[config.mk]
export PLATFORM = sky130hd
export DESIGN_NAME = uart_receiver
export DESIGN_NICKNAME = d
export VERILOG_FILES = /design/src/rtl/uart_receiver.sv
export SDC_FILE = /design/constraint.sdc
export NUM_CORES = 1
export LEC_CHECK = 0
export BUFFER_PORTS_ARGS = -buffer_cell sky130_fd_sc_hd__buf_2
export CAP_MARGIN = 5
export CORE_UTILIZATION = 47
export CTS_CLUSTER_SIZE = 28
export DETAILED_ROUTE_END_ITERATION = 6
export SLEW_MARGIN = 10
export SYNTH_ARGS = -nofsm -noshare
export SYNTH_HDL_FRONTEND = slang
export SYNTH_SLANG_ARGS = --single-unit
[constraint.sdc]
create_clock -name clk -period 2.4 [get_ports clk]
set_input_delay 0.12 -clock clk [delete_from_list [all_inputs] [get_ports clk]]
set_output_delay 0.12 -clock clk [all_outputs]
set_load 0.02 [all_outputs]
[src/rtl/uart_receiver.sv]
// 8N1 UART receive stage: synchronises rx, centre-samples each bit and hands the
// received byte to the consumer through a rdy/ack handshake, flagging framing errors and overruns.
module uart_receiver #(
  parameter logic [15:0] BIT_RATE_VAL = 16'h01B0
) (
  input  logic       clk,
  input  logic       res,
  input  logic       rx,
  output logic [7:0] dout,
  output logic       rdy,
  input  logic       ack,
  output logic       busy,
  output logic       ferr,
  output logic       ovr
);

  typedef enum logic [2:0] {
    ST_IDLE  = 3'd0,
    ST_START = 3'd1,
    ST_DATA  = 3'd2,
    ST_STOP  = 3'd3,
    ST_BREAK = 3'd4
  } state_t;

  // Half a bit gets the first sample to the start-bit centre; whole bits thereafter.
  localparam logic [15:0] HALF_LOAD = (BIT_RATE_VAL >> 1) - 16'd1;
  localparam logic [15:0] FULL_LOAD = BIT_RATE_VAL - 16'd1;

  state_t      state_r;
  logic        rx_meta_r;
  logic        rx_s_r;
  logic [15:0] cnt_r;
  logic [2:0]  bit_cnt_r;
  logic [7:0]  shift_r;
  logic [7:0]  dout_r;
  logic        rdy_r;
  logic        busy_r;
  logic        ferr_r;
  logic        ovr_r;

  // Two-flop synchroniser for the asynchronous serial line, idling high
  always_ff @(posedge clk or negedge res) begin
    if (!res) begin
      rx_meta_r <= 1'b1;
      rx_s_r    <= 1'b1;
    end else begin
      rx_meta_r <= rx;
      rx_s_r    <= rx_meta_r;
    end
  end

  // Receive FSM with bit timing, output handshake and error flags
  always_ff @(posedge clk or negedge res) begin
    if (!res) begin
      state_r   <= ST_IDLE;
      cnt_r     <= 16'd0;
      bit_cnt_r <= 3'd0;
      shift_r   <= 8'h00;
      dout_r    <= 8'h00;
      rdy_r     <= 1'b0;
      busy_r    <= 1'b0;
      ferr_r    <= 1'b0;
      ovr_r     <= 1'b0;
    end else begin
      ferr_r <= 1'b0;
      if (ack && rdy_r) begin
        rdy_r <= 1'b0;
        ovr_r <= 1'b0;
      end
      case (state_r)
        ST_IDLE: begin
          if (!rx_s_r) begin
            cnt_r   <= HALF_LOAD;
            state_r <= ST_START;
            busy_r  <= 1'b1;
          end
        end
        ST_START: begin
          if (cnt_r == 16'd0) begin
            if (rx_s_r) begin
              state_r <= ST_IDLE;
              busy_r  <= 1'b0;
            end else begin
              cnt_r     <= FULL_LOAD;
              bit_cnt_r <= 3'd0;
              state_r   <= ST_DATA;
            end
          end else begin
            cnt_r <= cnt_r - 16'd1;
          end
        end
        ST_DATA: begin
          if (cnt_r == 16'd0) begin
            shift_r <= {rx_s_r, shift_r[7:1]};
            cnt_r   <= FULL_LOAD;
            if (bit_cnt_r == 3'd7) begin
              state_r <= ST_STOP;
            end else begin
              bit_cnt_r <= bit_cnt_r + 3'd1;
            end
          end else begin
            cnt_r <= cnt_r - 16'd1;
          end
        end
        ST_STOP: begin
          if (cnt_r == 16'd0) begin
            if (rx_s_r) begin
              // Commit overrides any same-cycle ack: the new byte stays pending.
              dout_r  <= shift_r;
              rdy_r   <= 1'b1;
              if (rdy_r && !ack) begin
                ovr_r <= 1'b1;
              end
              state_r <= ST_IDLE;
              busy_r  <= 1'b0;
            end else begin
              ferr_r  <= 1'b1;
              state_r <= ST_BREAK;
            end
          end else begin
            cnt_r <= cnt_r - 16'd1;
          end
        end
        ST_BREAK: begin
          if (rx_s_r) begin
            state_r <= ST_IDLE;
            busy_r  <= 1'b0;
          end
        end
        default: begin
          state_r <= ST_IDLE;
          busy_r  <= 1'b0;
        end
      endcase
    end
  end

  assign dout = dout_r;
  assign rdy  = rdy_r;
  assign busy = busy_r;
  assign ferr = ferr_r;
  assign ovr  = ovr_r;

endmodule

==> results.toml, run 1 <==
[global_routing]
grt_pass1_wl_um = 9030
antenna_found_initial = 0
track_usage_pct = 22.3
grt_max_degree = 45
gr-total-overflow = 0
first_global_vias = 1871

[hold_path]
holdCritPathClass = "in -> async"

[route]
drc = 0
drt_pass1_iterations = 4
wl_per_cell_um = 16.7
post_drt_via_cell_ratio = 6.12
wirelength_um = 5270
drt_iter0_markers = 178
postRouteAntennaNets = 0
route.vias.total = 1927

[critical_path]
start_kind = "flip-flop"
crit_slowest_cell = "or4_1"
r2r_setup_slack_ns = 0.15
arrival_ns = 2.49
end_kind = "flip-flop"
path_delay_family = "simple AND/OR/NAND/NOR gates"
path_buf_inv = 1
slowest_delay_ns = 0.60
cp.required_ns = 2.64
critPathMaxFanout = 5
crit_type = "reg -> reg"
path_cells = "inv_1 -> ha_1 -> or3b_2 -> or4_1 -> o21ai_1 -> o22a_1"

[synthesis]
synth.yosys.warnings = 0
async_flop_share_pct = 100
synth_ff_type = "dfrtp_1"
ys_types = 57
synth_edf_count = 0
synthCells = 222
syn-num-nets = 230
ys_seq_elements = 44
postSynthAreaPerCell_um2 = 10.7
netlist_area_um2 = 2370
seq_area_frac_synth_pct = 46.5

[layout]
fin_nets = 255
area_growth_pct = 14.0
diodes = 0
drive_above_1_share_pct = 27.0
final_util_pct = 56.6
finalNonFillerCells = 315

[timing]
setup_viol = 0
tns_ns = 0
tightestPinTransition_ns = 0.932
hold_viol_final = 42
skew_ns = 0.00678
fmax_ghz = 0.445
slew_headroom_pct = 37.9
rsz0062_at_grt = "false"
fin_crit_ns = 2.25
fin_crit_sh_pct = 93.6
slew_viol_final = 0
hold-worst-slack_ns = -0.0445

[cts]
clk_pin_slew_ns = 0.09
clock_sinks = 44
root_buffer = "clkbuf_8"
cts_tree = "done"
clkLatencyLatePin_ns = 0.30
cts_max_path_buffers = 2
cts_buffers = 5
cts-htree-levels = 2

[pwr]
powerDensity_nw_per_um2 = 507
sw_frac_of_total_pct = 20.5
seqPwrFrac_pct = 54.5
switchingPower_mw = 0.281
internal-power_mw = 1.09
leakage_nw = 1.21
p_clk_share_pct = 43.8
combinationalPowerShare_pct = 1.7
ir_worst_vdd_uv = 447

[job]
drv_cap = 0

[placement]
routabilityCongestion = 0.896
io_buffers = 15
dp_hpwl_um = 3790
dp.cells = 305

[floorplanning]
initial_utilization_pct = 49.6
num_rows = 25
die_area_um2 = 5340
core_um2 = 4790
die_x_um = 73.1
die_height_um = 73.1
io-pin-count = 16

[status]
status = "complete, but fails checks"
violations = "hold timing"
routing by layer:
| layer | track usage (%) | vias up | wire length (um) | share of wire [%] |
|---|---|---|---|---|
| met5 | 0 | - | 0 | 0 |
| met4 | 8.93 | 0 | 61 | 1.2 |
| met3 | 4.70 | 6 | 209 | 4.0 |
| met2 | 34.7 | 55 | 2430 | 46 |
| met1 | 30.2 | 969 | 2570 | 49 |
| li1 | - | 897 | - | - |
placed cells by master, fill, tap and decap left out, types with 3 or more instances in the layout:
cell / n
or4_1: 7
mux2i_1: 4
buf_2: 15
a21oi_1: 11
nor3b_1: 3
o21ai_0: 6
nor4_1: 7
ha_1: 4
inv_1: 10
a211oi_1: 3
and3_1: 3
nor2_1: 12
mux2_2: 18
clkbuf_8: 6
nand2_1: 13
o31ai_1: 6
a41oi_1: 3
or3_1: 7
nand3_1: 4
buf_4: 10
dfrtp_1: 42
o221ai_1: 3
power by group through the flow:
| stage | clock network (mW) | registers, mW | logic (mW) |
|---|---|---|---|
| CTS | 0.615 | 0.747 | 0.0251 |
| global route | 0.646 | 0.748 | 0.0278 |
| finish | 0.601 | 0.747 | 0.0235 |
| floorplan | 0 | 0.759 | 0.00630 |
| global placement | 0 | 0.762 | 0.0215 |
| detailed placement | 0 | 0.762 | 0.0226 |
cell type report:
type | count | area (um2)
Clock buffer | 6 | 82.6
Clock inverter | 2 | 38.8
Fill cell | 411 | 2080
Inverter | 10 | 37.5
Multi-Input combinational cell | 159 | 1190
Sequential cell | 44 | 1100
Tap cell | 67 | 83.8
Timing Repair Buffer | 27 | 170
cell usage after synthesis, types with 2 or more instances:
cell      instances  area, um2
o31a_1            2       17.5
buf_2             3       15.0
a21oi_1          11       55.1
nor3b_1           3       22.5
nor2_1           12       45.0
nand3_1           4       20.0
and2_1            2       12.5
o221ai_1          3       26.3
nand2_1          13       48.8
ha_1              4       50.1
or3b_2            2       17.5
nor4_1            7       43.8
dfrtp_1          42       1050
o22a_1            2       17.5
or3_1             7       43.8
a211oi_1          3       22.5
or4_1             7       52.6
and3_1            5       31.3
mux2i_1           4       40.0
o21ai_1           2       10.0
inv_1            10       37.5
nor3_1            2       10.0
o21ai_0           6       30.0
nor2b_1           2       12.5
mux2_4            2       30.0
a41oi_1           3       26.3
o31ai_1           6       45.0
mux2_2           18        203
dfstp_2           2       52.6
clkbuf_1          4       15.0
a32o_1            2       20.0
nand4_1           2       12.5
through the flow:
step                hold WS [ns]  instance area, um2  setup slack, ns  total power [mW]
floorplan                 -0.176                2370            0.229             0.766
global placement           0.227                2560            0.136             0.783
detailed placement         0.227                2560           0.0840             0.784
CTS                     0.000333                2710           0.0680              1.39
global route              0.0366                2710           0.0248              1.42
finish                   -0.0445                2710            0.152              1.37
flip-flops by register name, summed over array words and instances, names as in the netlist, named ones only:
| register | cells |
|---|---|
| rx_s_r | 1 |
| rdy | 1 |
| rx_meta_r | 1 |
| cnt_r | 16 |
| busy | 1 |
| dout | 8 |
| bit_cnt_r | 3 |
| state_r | 3 |
| shift_r | 8 |
| ferr | 1 |
timing repair:
action / 4_1_cts / 5_1_grt
hold endpoints to repair: 2 / 0
setup buffers: 0 / 0
endpoints found under the setup margin: 0 / 16
hold buffers: 2 / 0
resized for setup: 0 / 2
final timing paths:
| path | from | to | depth (start not counted) |
|---|---|---|---|
| max in group asynchronous | res | shift_r[1] | 1 |
| hold / removal | res | cnt_r[7] | 1 |
| min in group clk | rx_meta_r | rx_s_r | 0 |
| setup reg to reg | cnt_r[1] | cnt_r[6] | 6 |
| setup / recovery | cnt_r[1] | cnt_r[6] | 6 |
| hold reg to reg | rx_meta_r | rx_s_r | 0 |
cells by family (layout without fill, tap and decap cells):
group                      Yosys count  after routing  synth area share, %
AOI/OAI and AO/OA                   50             50                 15.2
buffers and inverters               19             45                 3.48
xor gates and xnor gates             1              1                0.369
and+or+nand+nor                     79             79                 20.5
muxes                               24             24                 11.5
adders and majority gates            5              5                 2.53
DFF                                 44             44                 46.5
Power figures use the tool's default switching activity.
==> run 2, diff against run 1 <==
- CELL_PAD_IN_SITES_DETAIL_PLACEMENT: unset -> 1
- CELL_PAD_IN_SITES_GLOBAL_PLACEMENT: unset -> 1
- CORE_UTILIZATION: 47 -> 48
- PLACE_DENSITY_LB_ADDON: unset -> 0.1
- RECOVER_POWER: unset -> 100
==> results.toml, run 2 (synthesis gave the netlist of run 1 again) <==
[global_routing]
gr-total-overflow = 0
antenna_found_initial = 0
grt_pass1_wl_um = 10400
track_usage_pct = 26.1
grt_max_degree = 45
first_global_vias = 2052

[critical_path]
reg2reg_to = "shift_r[1]"
r2r_setup_slack_ns = 0.16
arrival_ns = 2.43
critPathMaxFanout = 8
slowest_delay_ns = 0.44
critPathLaunch = "cnt_r[1]"
end_kind = "flip-flop"
path_cells = "inv_1 -> ha_1 -> or3b_4 -> nor2_2 -> and3_2 -> mux2_2"
crit_type = "reg -> reg"
r2r_cells = 6
r2r_start = "cnt_r[1]"
start_kind = "flip-flop"
cp.required_ns = 2.59
crit_slowest_cell = "or3b_4"
endpoint = "shift_r[1]"

[layout]
diodes = 0
final_cell_mix = "dfrtp_1 (42), mux2_2 (18), nand2_1 (13), clkbuf_1 (13), nor2_1 (12)"
nFillCells = 542
area_growth_pct = 12.8
fin_area_um2 = 2680
final_util_pct = 56.3
fin_nets = 254
top_register = "cnt_r"
drive_above_1_share_pct = 21.1
largest_register_ffs = 16
final_common_cell = "dfrtp_1"

[cts]
clock_sinks = 44
cts_max_path_buffers = 2
clkLatencyLatePin_ns = 0.31
cts_tree = "done"
cts_buffers = 5
root_buffer = "clkbuf_8"
cts-htree-levels = 2
clk_pin_slew_ns = 0.09

[timing]
slew_headroom_pct = 29.0
rsz0062_at_grt = "false"
fin_crit_ns = 2.24
tightestPinTransition_ns = 1.06
fin_crit_sh_pct = 93.4
skew_ns = 0.0127
hold_viol_final = 0
slew_viol_final = 0
setup_viol = 0
fmax_ghz = 0.446
tns_ns = 0

[hold_path]
holdCritPathClass = "in -> reg"

[pwr]
finalPower_mw = 1.37
powerDensity_nw_per_um2 = 511
ir_worst_vdd_uv = 383
leakage_nw = 1.14

[job]
drv_cap = 0

[route]
wl_per_cell_um = 19.8
drc = 0
drt_pass1_iterations = 4
post_drt_via_cell_ratio = 6.15
route.vias.total = 1932
drt_iter0_markers = 117
postRouteAntennaNets = 0
wirelength_um = 6230

[floorplanning]
io-pin-count = 16
core_um2 = 4750
initial_utilization_pct = 49.9
die_height_um = 72.3
die_x_um = 72.3
num_rows = 25
die_area_um2 = 5230

[status]
status = "finished, final reports clean"

[placement]
io_buffers = 15
routabilityCongestion = 0.877
dpl_cell_area_um2 = 2560
dp_hpwl_um = 4360
-- run 2: layout make-up --
type / count / area [um2] / share of cell area (%)
clock inverter: 3 / 46.3 / 1.73
sequential: 44 / 1100 / 41.2
multi-input combinational: 159 / 1190 / 44.6
tap: 67 / 83.8 / 3.13
inverter: 10 / 37.5 / 1.40
timing repair buffer: 26 / 144 / 5.37
clock buffer: 5 / 68.8 / 2.57
-- run 2: what timing repair did --
action / in CTS / in global routing
setup buffers: 0 / 0
endpoints found under the setup margin: 3 / 20
gates resized for setup: 1 / 4
hold endpoints to repair: 14 / 0
hold buffers: 2 / 0
-- run 2: per-stage QoR --
step | setup slack, ns | hold WS [ns] | instances
floorplan | 0.229 | -0.176 | 222
finish | 0.157 | 0.00732 | 314
CTS | 0.0317 | 0.00520 | 314
global placement | 0.125 | 0.225 | 304
detailed placement | 0.0207 | 0.236 | 304
global route | 0.0618 | 0.0227 | 314
-- run 2: how the worst min path moves through the flow --
stage	from	endpoint	cells after the start
floorplan	res	async pin	0
global placement	rx	rx_meta_r	1
detailed placement	rx	rx_meta_r	1
CTS	ack	flip-flop	2
global route	ack	flip-flop	2
finish	ack	flip-flop	2
-- run 2: routing by layer --
layer  global-route usage (%)  part of all wire (%)  vias to the layer above  wire, um
met3                     4.44                   3.2                        9       198
met5                        0                     0                        -         0
met4                     9.15                   1.6                        0        99
met1                     32.4                    43                      983      2650
met2                     45.9                    53                       44      3280
li1                         -                     -                      896         -
-- run 2: worst max-delay path, delay by kind of cell, from the launching register on --
kind	cells	cell delay (ns)
fa+ha+maj	1	0.20
buf+inv	1	0.11
flops	1	0.43
mux	1	0.37
simple gates	3	1.01
-- run 2: power by group --
part | switching [mW] | internal, mW
registers | 0.00406 | 0.744
clock network | 0.283 | 0.314
logic | 0.0181 | 0.00567
==> run 3, diff against run 2 <==
--- a/config.mk
+++ b/config.mk
@@ -15,4 +15,5 @@
 export PLACE_DENSITY_LB_ADDON = 0.1
 export RECOVER_POWER = 100
+export REMOVE_ABC_BUFFERS = 1
 export SLEW_MARGIN = 10
 export SYNTH_ARGS = -nofsm -noshare
==> constraint.sdc (replaced) <==
create_clock -name clk -period 2.4 [get_ports clk]
set_input_delay 0 -clock clk [delete_from_list [all_inputs] [get_ports clk]]
set_output_delay 0 -clock clk [all_outputs]
set_load 0.02 [all_outputs]
==> results.toml, run 3 (synthesis gave the netlist of run 1 again) <==
[hold_path]
hp-start = "rx"
whs_endpoint = "rx_meta_r"
hold_path_depth = 2
holdCritPathClass = "in -> reg"

[cts]
cts_setup_buffers = 0
cts-htree-levels = 2
clock_sinks = 44
cts_max_path_buffers = 2
root_buffer = "clkbuf_8"
cts_buffers = 5
clkLatencyLatePin_ns = 0.30
cts_tree = "done"
clk_pin_slew_ns = 0.08

[placement]
dp_hpwl_um = 4460
routabilityCongestion = 0.833
io_buffers = 15
dp_slack_ns = 0.0576

[job]
drv_cap = 0

[layout]
fin_nets = 259
final_cell_mix = "dfrtp_1 (42), mux2_2 (18), clkbuf_1 (14), nand2_1 (13), nor2_1 (12)"
top_register = "cnt_r"
largest_register_ffs = 16
final_common_cell = "dfrtp_1"
drive_above_1_share_pct = 20.6
area_growth_pct = 12.8
diodes = 0

[timing]
fin_crit_ns = 2.29
tightestPinTransition_ns = 1.08
slew_headroom_pct = 27.9
setup_viol = 0
hold_viol_final = 0
rsz0062_at_grt = "false"
setup_ws_ns = 0.113
tns_ns = 0
slew_viol_final = 0
skew_ns = 0.00308
fin_crit_sh_pct = 95.3
fmax_ghz = 0.437

[route]
postRouteAntennaNets = 0
post_drt_via_cell_ratio = 6.15
drc = 0
wirelength_um = 6230
wl_per_cell_um = 19.5
drt_pass1_iterations = 4
route.vias.total = 1963
drt_iter0_markers = 101

[floorplanning]
die_height_um = 72.3
die_area_um2 = 5230
num_rows = 25
initial_utilization_pct = 49.9
die_x_um = 72.3
io-pin-count = 16
core_um2 = 4750

[critical_path]
start_kind = "flip-flop"
crit_slowest_cell = "or3b_2"
crit_type = "reg -> reg"
r2r_start = "cnt_r[1]"
cp.required_ns = 2.59
r2r_setup_slack_ns = 0.11
end_kind = "flip-flop"
path_delay_family = "simple AND/OR/NAND/NOR gates"
r2r_cells = 7
reg2reg_to = "dout[7]"
path_cells = "inv_1 -> ha_1 -> or3b_2 -> nor2_2 -> and3_1 -> buf_4 -> mux2_2"
slowest_delay_ns = 0.53
critPathMaxFanout = 9
path_buf_inv = 2
arrival_ns = 2.48
cp.depth = 7

[pwr]
switchingPower_mw = 0.287
seqPwrFrac_pct = 58.8
p_clk_share_pct = 39.1
powerDensity_nw_per_um2 = 474
leakage_nw = 1.15
ir_worst_vdd_uv = 347
combinationalPowerShare_pct = 2.0
internal-power_mw = 0.984
sw_frac_of_total_pct = 22.6

[status]
status = "finished, final reports clean"

[global_routing]
grt_max_degree = 45
first_global_vias = 2161
track_usage_pct = 26.8
antenna_found_initial = 0
grt_pass1_wl_um = 10600
gr-total-overflow = 0
[run 3: final cells by class]
| cell class | count | area (um2) |
|---|---|---|
| Multi-Input combinational cell | 159 | 1180 |
| Timing Repair Buffer | 31 | 180 |
| Clock inverter | 2 | 15.0 |
| Sequential cell | 44 | 1100 |
| Clock buffer | 6 | 82.6 |
| Inverter | 10 | 37.5 |
| Fill cell | 547 | 2080 |
| Tap cell | 67 | 83.8 |
[run 3: through the flow]
stage	util, %	cell area (um2)	hold slack [ns]	cells	power (mW)
finish	56.3	2680	0.336	319	1.27
global route	56.3	2680	0.326	319	1.31
CTS	57.1	2710	0.328	319	1.28
detailed placement	54.4	2590	0.108	308	0.785
global placement	54.4	2590	0.105	308	0.784
floorplan	-	2330	-0.296	213	0.765
[run 3: worst reg2reg max path, stage by stage (launching register included)]
cell and delay (ns):
dfrtp_1 0.42, inv_1 0.10, ha_1 0.15, or3b_2 0.53, nor2_2 0.24, and3_1 0.20, buf_4 0.18, mux2_2 0.36
[run 3: worst max-delay path by stage]
stage / startpoint / to / slack, ns
after floorplan: cnt_r[0] / cnt_r[2] / 0.14
after global routing: cnt_r[1] / cnt_r[6] / 0.05
after global placement: cnt_r[1] / shift_r[0] / 0.15
after detailed placement: cnt_r[1] / shift_r[6] / 0.06
after CTS: cnt_r[1] / shift_r[6] / 0.04
final: cnt_r[1] / dout[7] / 0.11
[run 3: routing by layer]
| layer | vias to the layer above | wire (um) | global-route usage (%) |
|---|---|---|---|
| li1 | 905 | - | - |
| met1 | 1003 | 2610 | 31.5 |
| met2 | 44 | 3250 | 47.5 |
| met3 | 11 | 243 | 5.14 |
| met4 | 0 | 121 | 12.0 |
| met5 | - | 0 | 0 |
[run 3: power by group through the flow]
stage / Combinational (mW) / Sequential, mW / Clock [mW]
floorplan: 0.00443 / 0.761 / 0
global placement: 0.0218 / 0.762 / 0
detailed placement: 0.0228 / 0.762 / 0
CTS: 0.0269 / 0.748 / 0.506
global route: 0.0304 / 0.748 / 0.533
finish: 0.0257 / 0.748 / 0.497
[run 3: what timing repair did]
item,4_1_cts,5_1_grt
setup endpoints to repair,0,8
endpoints found under the hold margin,45,0
hold buffers,3,0
resized for setup,0,1
